`src/rtl/vga_tile_ctrl.sv`:
```
// VGA timing generator with a tile-memory pixel source and a colour-bar test pattern.
// Address is issued from the counters; sideband travels alongside so outputs line up with read data.
module vga_tile_ctrl #(
  parameter int unsigned H_ACTIVE        = 640,
  parameter int unsigned H_FP            = 16,
  parameter int unsigned H_SYNC          = 96,
  parameter int unsigned H_BP            = 48,
  parameter int unsigned V_ACTIVE        = 480,
  parameter int unsigned V_FP            = 10,
  parameter int unsigned V_SYNC          = 2,
  parameter int unsigned V_BP            = 33,
  parameter int unsigned VGA_BITS        = 8,
  parameter int unsigned TILE_SHIFT      = 5,
  parameter int unsigned COLS            = 20,
  parameter int unsigned BASE_ADDR       = 212,
  parameter int unsigned ADDR_W          = 9,
  parameter int unsigned MEM_LAT         = 1,
  parameter bit          SYNC_ACTIVE_LOW = 1'b1
) (
  input  logic                clk,
  input  logic                rst,
  input  logic                en,
  input  logic [2:0]          invert,
  input  logic                test_mode,
  output logic [ADDR_W-1:0]   mem_addr,
  input  logic [7:0]          mem_rdata,
  output logic [VGA_BITS-1:0] vga_r,
  output logic [VGA_BITS-1:0] vga_g,
  output logic [VGA_BITS-1:0] vga_b,
  output logic                vga_hs,
  output logic                vga_vs,
  output logic                vga_de,
  output logic                frame_start
);

  localparam int unsigned H_TOTAL = H_ACTIVE + H_FP + H_SYNC + H_BP;
  localparam int unsigned V_TOTAL = V_ACTIVE + V_FP + V_SYNC + V_BP;
  localparam int unsigned HW      = $clog2(H_TOTAL);
  localparam int unsigned VW      = $clog2(V_TOTAL);
  localparam int          DEPTH   = int'(MEM_LAT) + 1;
  localparam int unsigned BAR_W   = (H_ACTIVE >= 8) ? H_ACTIVE / 8 : 1;

  typedef struct packed {
    logic       hs;
    logic       vs;
    logic       de;
    logic       fs;
    logic       tm;
    logic [2:0] inv;
    logic [2:0] bar;
  } side_t;

  logic [HW-1:0]     h_cnt_q, h_cnt_d;
  logic [VW-1:0]     v_cnt_q, v_cnt_d;
  logic [ADDR_W-1:0] mem_addr_q, mem_addr_d;
  logic [31:0]       h_ext, v_ext;
  side_t             side_in;
  side_t             pipe_q [DEPTH];
  side_t             pipe_d [DEPTH];
  side_t             side_out;
  logic [1:0]        r2, g2, b2;
  logic              unused_rdata_hi;

  function automatic logic [VGA_BITS-1:0] expand(input logic [1:0] c);
    logic [VGA_BITS-1:0] e;
    e = '0;
    for (int i = 0; i < int'(VGA_BITS); i++) begin
      e[VGA_BITS-1-i] = c[(i % 2 == 0) ? 1 : 0];
    end
    return e;
  endfunction

  assign h_ext = 32'(h_cnt_q);
  assign v_ext = 32'(v_cnt_q);

  always_comb begin
    h_cnt_d = h_cnt_q;
    v_cnt_d = v_cnt_q;
    if (!en) begin
      h_cnt_d = '0;
      v_cnt_d = '0;
    end else if (h_cnt_q == HW'(H_TOTAL - 1)) begin
      h_cnt_d = '0;
      v_cnt_d = (v_cnt_q == VW'(V_TOTAL - 1)) ? '0 : v_cnt_q + 1'b1;
    end else begin
      h_cnt_d = h_cnt_q + 1'b1;
    end
  end

  // Stage 0: address and raw sideband; disabled scan loads idle values everywhere.
  always_comb begin
    side_in    = '0;
    mem_addr_d = ADDR_W'(BASE_ADDR);
    if (en) begin
      mem_addr_d  = ADDR_W'(BASE_ADDR + (h_ext >> TILE_SHIFT) + (v_ext >> TILE_SHIFT) * COLS);
      side_in.hs  = (h_ext >= H_ACTIVE + H_FP) && (h_ext < H_ACTIVE + H_FP + H_SYNC);
      side_in.vs  = (v_ext >= V_ACTIVE + V_FP) && (v_ext < V_ACTIVE + V_FP + V_SYNC);
      side_in.de  = (h_ext < H_ACTIVE) && (v_ext < V_ACTIVE);
      side_in.fs  = (h_ext == 0) && (v_ext == 0);
      side_in.tm  = test_mode;
      side_in.inv = invert;
      side_in.bar = 3'(h_ext / BAR_W);
    end
  end

  always_comb begin
    pipe_d[0] = side_in;
    for (int i = 1; i < DEPTH; i++) begin
      pipe_d[i] = en ? pipe_q[i-1] : '0;
    end
  end

  always_ff @(posedge clk or posedge rst) begin
    if (rst) begin
      h_cnt_q    <= '0;
      v_cnt_q    <= '0;
      mem_addr_q <= ADDR_W'(BASE_ADDR);
      for (int i = 0; i < DEPTH; i++) begin
        pipe_q[i] <= '0;
      end
    end else begin
      h_cnt_q    <= h_cnt_d;
      v_cnt_q    <= v_cnt_d;
      mem_addr_q <= mem_addr_d;
      for (int i = 0; i < DEPTH; i++) begin
        pipe_q[i] <= pipe_d[i];
      end
    end
  end

  assign mem_addr        = mem_addr_q;
  assign side_out        = pipe_q[DEPTH-1];
  assign unused_rdata_hi = ^mem_rdata[7:6];

  // Last sideband stage meets read data for the same pixel, so the colour path is combinational.
  always_comb begin
    r2 = side_out.tm ? {2{side_out.bar[2]}} : mem_rdata[5:4];
    g2 = side_out.tm ? {2{side_out.bar[1]}} : mem_rdata[3:2];
    b2 = side_out.tm ? {2{side_out.bar[0]}} : mem_rdata[1:0];
    vga_r = '0;
    vga_g = '0;
    vga_b = '0;
    if (side_out.de) begin
      vga_r = expand(r2) ^ {VGA_BITS{side_out.inv[2]}};
      vga_g = expand(g2) ^ {VGA_BITS{side_out.inv[1]}};
      vga_b = expand(b2) ^ {VGA_BITS{side_out.inv[0]}};
    end
    vga_hs      = SYNC_ACTIVE_LOW ? ~side_out.hs : side_out.hs;
    vga_vs      = SYNC_ACTIVE_LOW ? ~side_out.vs : side_out.vs;
    vga_de      = side_out.de;
    frame_start = side_out.fs & side_out.de;
  end

endmodule
```
`config.mk`:
```
export PLATFORM = sky130hd
export DESIGN_NAME = vga_tile_ctrl
export DESIGN_NICKNAME = d
export VERILOG_FILES = /design/src/rtl/vga_tile_ctrl.sv
export SDC_FILE = /design/constraint.sdc
export NUM_CORES = 1
export LEC_CHECK = 0
export CORE_MARGIN = 5
export CORE_UTILIZATION = 50
export CTS_CLUSTER_DIAMETER = 40
export DETAILED_ROUTE_END_ITERATION = 8
export GPL_TIMING_DRIVEN = 0
export PLACE_DENSITY = 0.78
export SYNTH_ARGS = -nofsm -noshare
export SYNTH_HDL_FRONTEND = slang
export SYNTH_SLANG_ARGS = --single-unit
export TNS_END_PERCENT = 20
```
`constraint.sdc`:
```
create_clock -name clk -period 6.75 [get_ports clk]
set_clock_uncertainty 0.2 [all_clocks]
set_input_delay 0.675 -clock clk [delete_from_list [all_inputs] [get_ports clk]]
set_output_delay 0.675 -clock clk [all_outputs]
set_load 0.05 [all_outputs]
```
=== Yosys cells after proc, flatten, opt, wreduce, memory -nomap -nowiden ===
Cells that the tools add are included.

* Add/subtract/negate cells: 4
* Multiply operators: 1
* Divide/modulo/power cells: 1
* Order comparisons: 6
* Equality and inequality tests: 3
* Multiplexer cells: 14
* Bitwise gates (word level): 6
* Reductions and logical operators: 6

{| class="wikitable"
|+ Operators by type and width
! kind !! number
|-
| $logic_not A32 Y1 || 2
|-
| $mux W10 || 5
|-
| $div A10 B7 Y32 const B || 1
|-
| $mux W8 || 3
|-
| $xor A8 B8 Y8 || 3
|-
| $mux W11 || 2
|-
| $add A10 B1 Y10 const B || 2
|-
| $eq A10 B10 Y1 const B || 2
|-
| $lt A10 B10 Y1 const B || 2
|-
| $lt A10 B9 Y1 const B || 2
|-
| $ge A10 B10 Y1 const B || 1
|-
| $ge A10 B9 Y1 const B || 1
|-
| $add A8 B5 Y9 const A || 1
|-
| $add A9 B9 Y9 || 1
|-
| $mux W9 || 1
|-
| $mul A5 B3 Y7 const B || 1
|-
| $mux W2 || 3
|-
| $logic_and A1 B1 Y1 || 4
|-
| $ne A2 B1 Y1 const B || 1
|-
| $not A1 Y1 || 2
|-
| $and A1 B1 Y1 || 1
|}

* Bits in registers: 51
* Bits of input ports: 15
* Output and inout port bits: 37
* Word-level logic and storage cells: 58

=== Depth between registers and ports, before layout ===
* Word-level depth: 4
* Gate-level depth with buffers: 10
* Gate-level depth less buffers: 10

=== Worst setup path after synthesis ===
No wires, ideal clock.

* Path kind: register to output
* Start: reg pipe_q[6] (netlist name)
* End: out vga_b[2]
* Arrival time: 1.744 ns
* Data required time: 5.875 ns
* Path slack: 4.131 ns
* Cell stages (with the launch flop): 6
* Buffers on the path: 2
* Cells stage by stage: dfrtp_1 > clkbuf_1 > mux2i_1 > xnor2_1 > and2_1 > buf_4

* Cells in the longest elaborated chain, start to end: 3

{| class="wikitable"
|+ RTL lines
! item !! RTL line !! RTL
|-
| from (decl) || 58 || <nowiki>side_t pipe_q [DEPTH];</nowiki>
|-
| from (signal, indexed assignment) || 126 || <nowiki>pipe_q[i] <= pipe_d[i];</nowiki>
|-
| $mux W2 || 139 || <nowiki>b2 = side_out.tm ? {2{side_out.bar[0]}} : mem_rdata[1:0];</nowiki>
|-
| $xor A8 B8 Y8 || 146 || <nowiki>vga_b = expand(b2) ^ {VGA_BITS{side_out.inv[0]}};</nowiki>
|-
| $mux W8 || 143 || <nowiki>if (side_out.de) begin</nowiki>
|-
| to (decl) || 29 || <nowiki>output logic [VGA_BITS-1:0] vga_b,</nowiki>
|}

Every way passes these cells.

=== Worst setup path in the final report ===
* Start: reg pipe_q[6] (netlist name)
* End: out vga_r[4]

* Cells in the longest elaborated chain, start to end: 3

{| class="wikitable"
|+ RTL lines
! item !! RTL line !! RTL
|-
| $mux W2 || 137 || <nowiki>r2 = side_out.tm ? {2{side_out.bar[2]}} : mem_rdata[5:4];</nowiki>
|-
| $xor A8 B8 Y8 || 144 || <nowiki>vga_r = expand(r2) ^ {VGA_BITS{side_out.inv[2]}};</nowiki>
|-
| $mux W8 || 143 ||
|-
| to (decl) || 27 || <nowiki>output logic [VGA_BITS-1:0] vga_r,</nowiki>
|}

Every way passes these cells.

==> results.json <==
{
  "status": "finished clean",
  "via_count": 2577,
  "synth_cell_types": 54,
  "grt_pass1_wl_um": 11300,
  "ys_warn_count": 0,
  "ys_ff_latch": 51,
  "slew_headroom_pct": 64.69,
  "crit_chain": "clkbuf_1 -> mux2i_1 -> xnor2_1 -> and2_1 -> buf_4 -> clkdlybuf4s50_1",
  "cts.clk_slew.worst_paths_ns": 0.09,
  "drv_cap": 0,
  "cts_hold_buffers": 0,
  "diodes": 0,
  "r2r-end": "pipe_q[11]$_DFF_PP0_",
  "std_cell_rows": 29,
  "tightest_slew_ns": 0.5296,
  "required_ns": 5.88,
  "hold_viol": 0,
  "tns_ns": 0,
  "power.density_mw_per_mm2": 158.2,
  "critical_path.top_delay_family": "buffers and inverters",
  "wl_per_cell_um": 14.16,
  "post_cts_buffers": 0,
  "top_level_ports": 52,
  "syn_avg_cell_area_um2": 9.342,
  "hpwl_um": 5192,
  "cts_sinks": 51,
  "ant_nets": 0,
  "ir_drop_v": 0.0001112,
  "end_kind": "output pin",
  "rsz0062_at_grt": "false",
  "start_util_pct": 51.05,
  "min-delay-start": "pipe_q[21]$_DFF_PP0_",
  "min_path_type": "reg -> reg",
  "numPortBuffers": 49,
  "synth.top_cell.area_share_pct": 36.49,
  "multi_input_area_mm2": 0.001650,
  "ys.flop_type": "dfrtp_1",
  "die_x_um": 90.29,
  "reg2reg_depth": 9,
  "yosys-top-cells-area": "dfrtp_1, ha_1, and2_1",
  "yosys.area.top_type": "dfrtp_1",
  "track_usage_pct": 16.66,
  "cp-start-kind": "register",
  "fin_nets": 439,
  "setup-violations-final": 0,
  "route.detailed.drc": 0,
  "regToRegSetupSlack_ns": 3.96,
  "syn-cell-area_mm2": 0.003223,
  "drt_iter0_markers": 105,
  "syn_inst": 345,
  "seq_area_mm2": 0.001281,
  "wl_um": 6798,
  "vias_per_cell": 5.369,
  "dieArea_mm2": 0.008152,
  "grt.overflow.total": 0,
  "crit_path_max_fanout": 6,
  "whs_ns": 0.2582,
  "gp_congestion": 0.8838,
  "drt_first_pass_iters": 4,
  "fill_cells": 520,
  "cts_tree": "yes",
  "antenna_found_initial": 0,
  "syn-num-nets": 382,
  "grt_pass1_vias": 2400,
  "insertion_delay_ns": 0.31,
  "seq_area_frac_synth_pct": 39.75,
  "cp.arrival_ns": 2.53,
  "drive_gt1_share_pct": 9.677,
  "synth_edf_count": 0,
  "async_flop_share_pct": 100.0,
  "h-tree-depth": 2,
  "period_share_pct": 50.45,
  "p_leak_nw": 1.790,
  "area_growth_pct": 22.59,
  "hold_depth": 1,
  "core_area_mm2": 0.006314,
  "critPathMaxStageDelay_ns": 0.79,
  "cp_num_buf_inv": 3,
  "postCtsResizedCells": 0,
  "holdPathEnd": "pipe_q[10]$_DFF_PP0_",
  "grt_start_max_net_pins": 40,
  "fin_crit_ns": 3.405,
  "fmax_ghz": 0.2937,
  "clockBufferDepth": 2,
  "reg2reg_from": "h_cnt_q[7]$_DFF_PP0_",
  "crit_type": "reg -> out",
  "cpMaxStageDelayCell": "clkdlybuf4s50_1",
  "root_buffer": "clkbuf_8",
  "cts_made_buffers": 5,
  "slew_viol_final": 0,
  "die_height_um": 90.29
}
sequential cells by signal, indices dropped and copies added, names as in the netlist:
register	flops
h_cnt_q	10
vga_de	1
pipe_q	21
v_cnt_q	10
mem_addr	9
cell usage after synthesis, drive strengths merged, types with 7 or more instances:
library cell and count:
a21oi 8, and2 34, and3 8, buf 21, clkbuf 14, dfrtp 47
ha 20, inv 24, mux2i 8, nand2 19, nand2b 7, nand3 14
nor2 14, nor3 7, o21ai 18, xnor2 17
power by group:
| part | switching [mW] | internal (mW) | total (mW) |
|---|---|---|---|
| registers | 0.00310 | 0.311 | 0.314 |
| clock network | 0.102 | 0.122 | 0.224 |
| logic | 0.0512 | 0.0359 | 0.0870 |
| total | 0.157 | 0.468 | 0.625 |
metal layers:
layer	global-route usage, %	share of wire, %	routed length (um)
met3	3.583	5.9	402
met4	5.087	1.5	102
met5	0	0	0
met2	27.87	48	3241
met1	21.58	45	3052
cell type report:
class	instances	share of cell area, %
clock buffer	6	2.090
sequential	51	32.43
timing repair buffer	50	12.92
inverter	24	2.280
tap	77	2.438
multi-input combinational	235	41.77
clock inverter	2	0.9816
buffer	35	5.098
logic make-up after synthesis:
| kind of cell | share of synthesized area [%] |
|---|---|
| adder cells (fa/ha/maj) | 9.006 |
| AO/OA/AOI/OAI | 11.49 |
| XOR/XNOR | 5.706 |
| AND/OR/NAND/NOR | 22.52 |
| buffers and inverters | 9.045 |
| multiplexers | 2.485 |
| flip-flops | 39.75 |
cell usage in the layout (no fill, tap or decap), types with 3 or more instances in the layout:
cell type        count
clkdlybuf4s50_1     49
dfrtp_1             47
and2_1              34
inv_1               23
ha_1                20
nand2_1             19
buf_4               18
xnor2_1             17
o21ai_0             16
clkbuf_1            14
nor2_1              14
nand3_1             14
and3_1               8
mux2i_1              8
a21oi_1              8
nand2b_1             7
nor3_1               7
o31ai_1              6
clkbuf_8             6
nor2b_1              4
xor2_1               4
a211oi_1             4
dfstp_2              4
a21o_1               3
nand4_1              3
worst max-delay path by stage:
stage	from	to	slack (ns)	depth (start not counted)
floorplan	pipe_q[6]$_DFF_PP0_	vga_b[2]	4.13	5
global placement	mem_rdata[5]	vga_r[5]	3.41	6
detailed placement	mem_rdata[0]	vga_b[2]	3.35	6
CTS	pipe_q[6]$_DFF_PP0_	vga_r[4]	3.33	6
global route	pipe_q[6]$_DFF_PP0_	vga_b[4]	3.21	6
finish	pipe_q[6]$_DFF_PP0_	vga_r[4]	3.34	6
through the flow:
stage / cells / setup slack (ns) / instance area (um2) / utilization (%) / total power [mW]
after detailed placement: 472 / 3.352 / 3830 / 60.66 / 0.4083
after global routing: 480 / 3.205 / 3951 / 62.58 / 0.6538
after floorplan: 345 / 4.131 / 3223 / - / 0.3774
after global placement: 471 / 3.406 / 3810 / 60.34 / 0.4048
after CTS: 480 / 3.330 / 3951 / 62.58 / 0.6328
final: 480 / 3.345 / 3951 / 62.58 / 0.6251
Note: power is estimated with default switching activity, not from simulation.
